[config.mk]
export PLATFORM = sky130hd
export DESIGN_NAME = alu_issue_buffer
export DESIGN_NICKNAME = d
export VERILOG_FILES = /design/src/rtl/alu_issue_buffer.sv
export SDC_FILE = /design/constraint.sdc
export NUM_CORES = 1
export LEC_CHECK = 0
export CORE_AREA = 5 5 366 368
export DETAILED_ROUTE_END_ITERATION = 8
export DIE_AREA = 0 0 371 373
export SLEW_MARGIN = 20
export SYNTH_ARGS = -nofsm -noshare
export SYNTH_HDL_FRONTEND = slang
export SYNTH_SLANG_ARGS = --single-unit
export TNS_END_PERCENT = 30
[constraint.sdc]
create_clock -name CLK -period 34.9 [get_ports CLK]
set_input_delay 6.98 -clock CLK [delete_from_list [all_inputs] [get_ports CLK]]
set_output_delay 6.98 -clock CLK [all_outputs]
set_load 0.01 [all_outputs]
[src/rtl/alu_issue_buffer.sv]
// alu_issue_buffer: reservation slots between ALU dispatch and issue.
// Dispatch writes into the lowest free slot. Issue sees every slot in parallel
// and frees one slot by index per cycle. Slots are not age-ordered.

module alu_issue_buffer #(
    parameter int DW = 185,
    parameter int DP = 4
) (
    input  logic                    CLK,
    input  logic                    RST,
    input  logic                    alu_dispatch_push,
    input  logic [DW-1:0]           alu_dispatch_info,
    output logic                    alu_buffer_full,
    output logic                    alu_buffer_empty,
    output logic [$clog2(DP):0]     alu_buffer_cnt,
    input  logic                    alu_buffer_pop,
    input  logic [$clog2(DP)-1:0]   alu_buffer_pop_index,
    output logic [DP-1:0]           alu_buffer_malloc,
    output logic [DW*DP-1:0]        alu_issue_info,
    input  logic                    flush
);

    localparam int CW = $clog2(DP);

    logic [DP-1:0]   malloc_q, malloc_d;
    logic [CW:0]     cnt_q, cnt_d;
    logic [DW-1:0]   info_q [DP];

    logic            free_found;
    logic [CW-1:0]   free_idx;
    logic            push_ok;
    logic            pop_ok;
    logic [DP-1:0]   push_mask;
    logic [DP-1:0]   pop_mask;

    // Lowest free slot, taken from the registered occupancy only: a slot freed
    // this cycle is not reusable until the next cycle.
    always_comb begin
        free_found = 1'b0;
        free_idx   = '0;
        for (int i = 0; i < DP; i++) begin
            if (!malloc_q[i] && !free_found) begin
                free_found = 1'b1;
                free_idx   = CW'(i);
            end
        end
    end

    // Accept/ignore decisions and next occupancy/count.
    always_comb begin
        push_ok   = alu_dispatch_push && !alu_buffer_full && !flush;
        pop_ok    = alu_buffer_pop && !flush && malloc_q[alu_buffer_pop_index];
        push_mask = push_ok ? (DP'(1) << free_idx) : '0;
        pop_mask  = pop_ok ? (DP'(1) << alu_buffer_pop_index) : '0;
        malloc_d  = (malloc_q & ~pop_mask) | push_mask;
        cnt_d     = cnt_q + (CW+1)'(push_ok) - (CW+1)'(pop_ok);
        if (flush) begin
            malloc_d = '0;
            cnt_d    = '0;
        end
    end

    // Occupancy and count registers; reset beats flush, push and pop.
    always_ff @(posedge CLK) begin
        if (RST) begin
            malloc_q <= '0;
            cnt_q    <= '0;
        end else begin
            malloc_q <= malloc_d;
            cnt_q    <= cnt_d;
        end
    end

    // Record storage; flush leaves contents alone, popped slots keep stale data.
    always_ff @(posedge CLK) begin
        if (RST) begin
            for (int i = 0; i < DP; i++) begin
                info_q[i] <= '0;
            end
        end else if (push_ok) begin
            info_q[free_idx] <= alu_dispatch_info;
        end
    end

    assign alu_buffer_malloc = malloc_q;
    assign alu_buffer_cnt    = cnt_q;
    assign alu_buffer_full   = &malloc_q;
    assign alu_buffer_empty  = ~|malloc_q;

    for (genvar g = 0; g < DP; g++) begin : g_info_out
        assign alu_issue_info[DW*g +: DW] = info_q[g];
    end

`ifndef SYNTHESIS
    // Flag dispatch/issue protocol violations; the hardware simply ignores them.
    always_ff @(posedge CLK) begin
        if (!RST && !flush) begin
            assert (!(alu_dispatch_push && alu_buffer_full))
                else $warning("alu_issue_buffer: push while full dropped");
            assert (!(alu_buffer_pop && !malloc_q[alu_buffer_pop_index]))
                else $warning("alu_issue_buffer: pop of empty slot ignored");
        end
    end
`endif

endmodule
## After elaboration in Yosys (flattened, before gate mapping)

Memory sizes are Yosys's and may differ from the RTL's.
Index checks and enable logic that the tools add are counted.

- Register bits: 7
- Memory bits (read-only): 0
- RAM bits: 740
- Output and inout port bits: 749
- Memories: 1
- Bits of input ports: 192
- Bits in latches: 0

Memories:

| name | depth | bits a word | rd ports | clocked after memory_dff | wr ports | RTL line | source |
|---|---|---|---|---|---|---|---|
| info_q | 4 | 185 | 4 | 0 | 4 | 27 | `logic [DW-1:0] info_q [DP];` |

- Magnitude comparators: 1
- Divide/modulo/power cells: 0
- Equality and inequality tests: 0
- Shift-type cells: 2
- Multipliers: 0
- Reductions and logical operators: 19
- $add $sub $neg: 2
- Bitwise gates (word level): 3
- Muxes and demuxes: 18

Operators by type and width:

| kind | count |
|---|---|
| $mux 185 | 1 |
| $reduce_or 185->1 | 1 |
| $mux 1 | 11 |
| $logic_not 1->1 | 8 |
| $mux 4 | 2 |
| $shl 1x2->4 const A | 2 |
| $logic_and 1x1->1 | 7 |
| $mux 2 | 3 |
| $and 4x4->4 | 1 |
| $not 4->4 | 1 |
| $or 4x4->4 | 1 |
| $reduce_and 4->1 | 1 |
| $reduce_or 4->1 | 1 |
| $add 3x1->3 | 1 |
| $lt 2x3->1 const B | 1 |
| $sub 3x1->3 | 1 |
| $bmux 1 s2 | 1 |
| $reduce_or 2->1 | 1 |

## Depth between registers and ports, before layout

- Depth in word-level cells: 12
- Gate-level depth with buffers: 12

## Least setup slack after synthesis

No wires, ideal clock.

- Path kind: input to register
- Start: input flush
- End: memory info_q[2][0], enable pin
- Required time: 34131 ps
- Stages on the path: 4
- Arrival time: 16170 ps
- Setup slack: 17961 ps
- Path through: clkbuf_1 > nand4b_1 > clkbuf_1 > o21bai_1

RTL lines:

| element | RTL line | source |
|---|---|---|
| start, declared | 20 | `input logic flush` |
| end, declared | 27 |  |

==> flow_summary.ini <==
[logic_synthesis]
synthAdderAreaFrac_pct = 0.1593
synth_cell_types = 35
synth_top_family_by_area = simple AND/OR/NAND/NOR gates
yosys.area_share.simple_pct = 17.78
syn_inst = 1862
synth_fp_nets = 2057
yosys-mux-area-fraction_pct = 0.07965
synth_seq_cells = 747
netlist_area_um2 = 28280
seq_area_frac_synth_pct = 79.08
yosysWarnings = 0
synth_compound_area_share_pct = 0.1903
synth_xor_area_share_pct = 0.07965
synth_area_per_cell_um2 = 15.19

[global_route]
grt_usage_pct = 14.98
grt_util_met3_pct = 5.302
grt_pass1_wl_mm = 149.8
grt_pass1_vias = 19475
grt_use_met1_pct = 17.85
grt_use_met2_pct = 24.22
antenna_found_initial = 8
overflow = 0
grt_max_degree = 119
top_usage_layer = met2

[cts]
cts_made_buffers = 84
cts.clk_slew.worst_paths_ps = 60
postCtsHoldBufs = 0
clock_latency_ps = 680
postCtsSetupRepairBufs = 0
cts.sinks = 747
postCtsResizedCells = 0
clock_path_buffers = 3
cts_root_buffer = clkbuf_16
tritoncts = done
htree_num_levels = 3

[detailed_routing]
drt_first_pass_iters = 5
vias = 19322
antenna_left = 0
drt_iter0_drc = 1637
avgViaCountPerCell = 4.200
wl_per_cell_um = 23.39
route.detailed.drc = 0
postRouteWirelength_mm = 107.6

[final_layout]
fin_nets = 2967
final_util_pct = 32.32
nFillCells = 12914
multi_input_area_um2 = 5234
synthToLayoutAreaGrowth_pct = 49.14
drive_gt1_share_pct = 5.876
ff_latch_area_um2 = 22370

[worst_setup_path]
r2r_start = alu_buffer_malloc[0]
path_class = in2reg
critPathCaptureType = register
cp_data_required_time_ps = 35180
startpoint = flush
critPathLaunchType = input port
cp_max_fo = 54
critPathArrivalTime_ps = 10710

[floorplan]
start_util_pct = 21.67
die_width_um = 371
die_y_um = 373
core_area_um2 = 130500
dieArea_um2 = 138400
ioPinCount = 941
rows = 133

[timing]
report.final.setup_viol = 0
period_share_pct = 29.89
fmax_mhz = 95.85
grt_setup_unrepaired = false
maxSlewHeadroom_pct = 31.27
slew_violations = 0
hold_viol = 0
min_period_ps = 10430
fin_worst_skew_ps = 26.24
fin_setup_tns_ps = 0
tightest_slew_ps = 1031

[worst_hold_path]
hp-start = alu_buffer_cnt[2]
min-delay-path-class = reg2reg

[placed_design]
post-dp-hpwl_mm = 74.43
gp_congestion = 0.8210
port_buffers = 940

[status]
status = completed

[power_and_ir_drop]
power.density_nw_per_um2 = 50.81
leakagePower_nw = 14.12
ir_drop_mv = 0.05634

[run]
max_cap_viol_count = 0
-- cell type report --
class	instances	area share [%]
diodes	4	0.02374
flip-flops and latches	747	53.04
well taps	1755	5.207
repair buffers	974	22.95
clock buffers	111	5.347
inverters	5	0.04451
clock inverters	45	0.9821
multi-input cells	960	12.41
-- cell families (layout without fill, tap and decap cells) --
family          count (synthesis)  in the layout
other cells                     0              4
fa+ha+maj                       3              3
flops                         747            747
mux                             1              1
xor+xnor                        1              1
buf+inv                       155           1135
compound gates                  7              7
simple gates                  948            948
-- layer usage --
metal  up-vias  wire, um
met2       883     51100
met1      9677     41220
met4         0      4866
met3       205     10420
li1       8557         -
met5         -         0
-- flip-flops by register name (all words and copies together), names as in the netlist --
register,count
alu_buffer_malloc,4
info_q,740
alu_buffer_cnt,3
-- final timing paths --
kind                            end  slack (ps)  cells after the start
hold reg to reg   alu_buffer_cnt[2]         630                      2
hold / removal    alu_buffer_cnt[2]         630                      2
setup / recovery     info_q[0][141]       24470                      5
setup reg to reg     info_q[0][141]       31080                      4
-- through the flow --
stage | area [um2] | power, mW | std cells | worst slack [ps] | hold WS (ps)
3_5_place_dp | 39490 | 1.295 | 4441 | 23640 | 623.5
5_1_grt | 42170 | 2.220 | 4601 | 24220 | 678.6
3_3_place_gp | 39490 | 1.293 | 4441 | 23710 | 632.9
2_1_floorplan | 28280 | 1.145 | 1862 | 17960 | 553.0
4_1_cts | 42160 | 2.172 | 4597 | 24400 | 633.9
6_report | 42170 | 2.143 | 4601 | 24470 | 629.5
-- cells in the mapped netlist (all sizes together) --
master / n / area, um2
and4b: 1 / 10.01
o32ai: 1 / 8.760
buf: 70 / 424.2
mux4: 1 / 22.52
nand4b: 2 / 17.52
nor2b: 1 / 6.260
edfxtp: 740 / 22220
nand4bb: 1 / 11.26
dfxtp: 7 / 140.1
or2: 1 / 6.260
nor3: 185 / 925.9
ha: 2 / 25.02
nand2b: 188 / 1176
clkbuf: 80 / 301.5
o21bai: 1 / 7.510
a311oi: 2 / 17.52
fa: 1 / 20.02
xnor3: 1 / 22.52
nor4: 1 / 6.260
nor3b: 186 / 1396
or3: 1 / 6.260
nor2: 374 / 1404
and3: 1 / 6.260
and3b: 1 / 8.760
and4: 1 / 8.760
nor4bb: 1 / 10.01
o22ai: 1 / 6.260
or3b: 3 / 26.28
inv: 5 / 18.77
a31o: 1 / 8.760
a21oi: 1 / 5.000
-- cells in the final DEF, fill, tap and decap left out, types with 2 or more instances in the layout --
cell	Yosys	final
bufinv_16	0	4
nor2_1	374	374
clkinv_1	0	14
a311oi_1	2	2
dfxtp_1	7	6
clkdlybuf4s50_1	0	939
edfxtp_1	740	740
nor3_1	185	185
diode_2	0	4
clkinv_2	0	12
inv_1	5	5
clkbuf_1	79	23
nand2b_1	188	186
or3b_2	2	2
ha_1	2	2
clkbuf_8	0	3
inv_16	0	2
nor3b_1	186	186
inv_6	0	6
nand2b_4	0	2
buf_4	0	33
clkbuf_16	0	85
nand4b_1	2	2
clkinvlp_4	0	3
-- power by group --
group | switching (mW) | internal [mW]
registers | 0.0141 | 1.03
logic | 0.118 | 0.106
clock network | 0.380 | 0.490
total | 0.513 | 1.63
-- worst max-delay path, cell delays in order --
cell	delay (ps)
clkdlybuf4s50_1	720
or3b_4	640
nand2b_4	590
buf_4	780
buf_4	770
No activity file was read; power rests on OpenSTA's default activity.
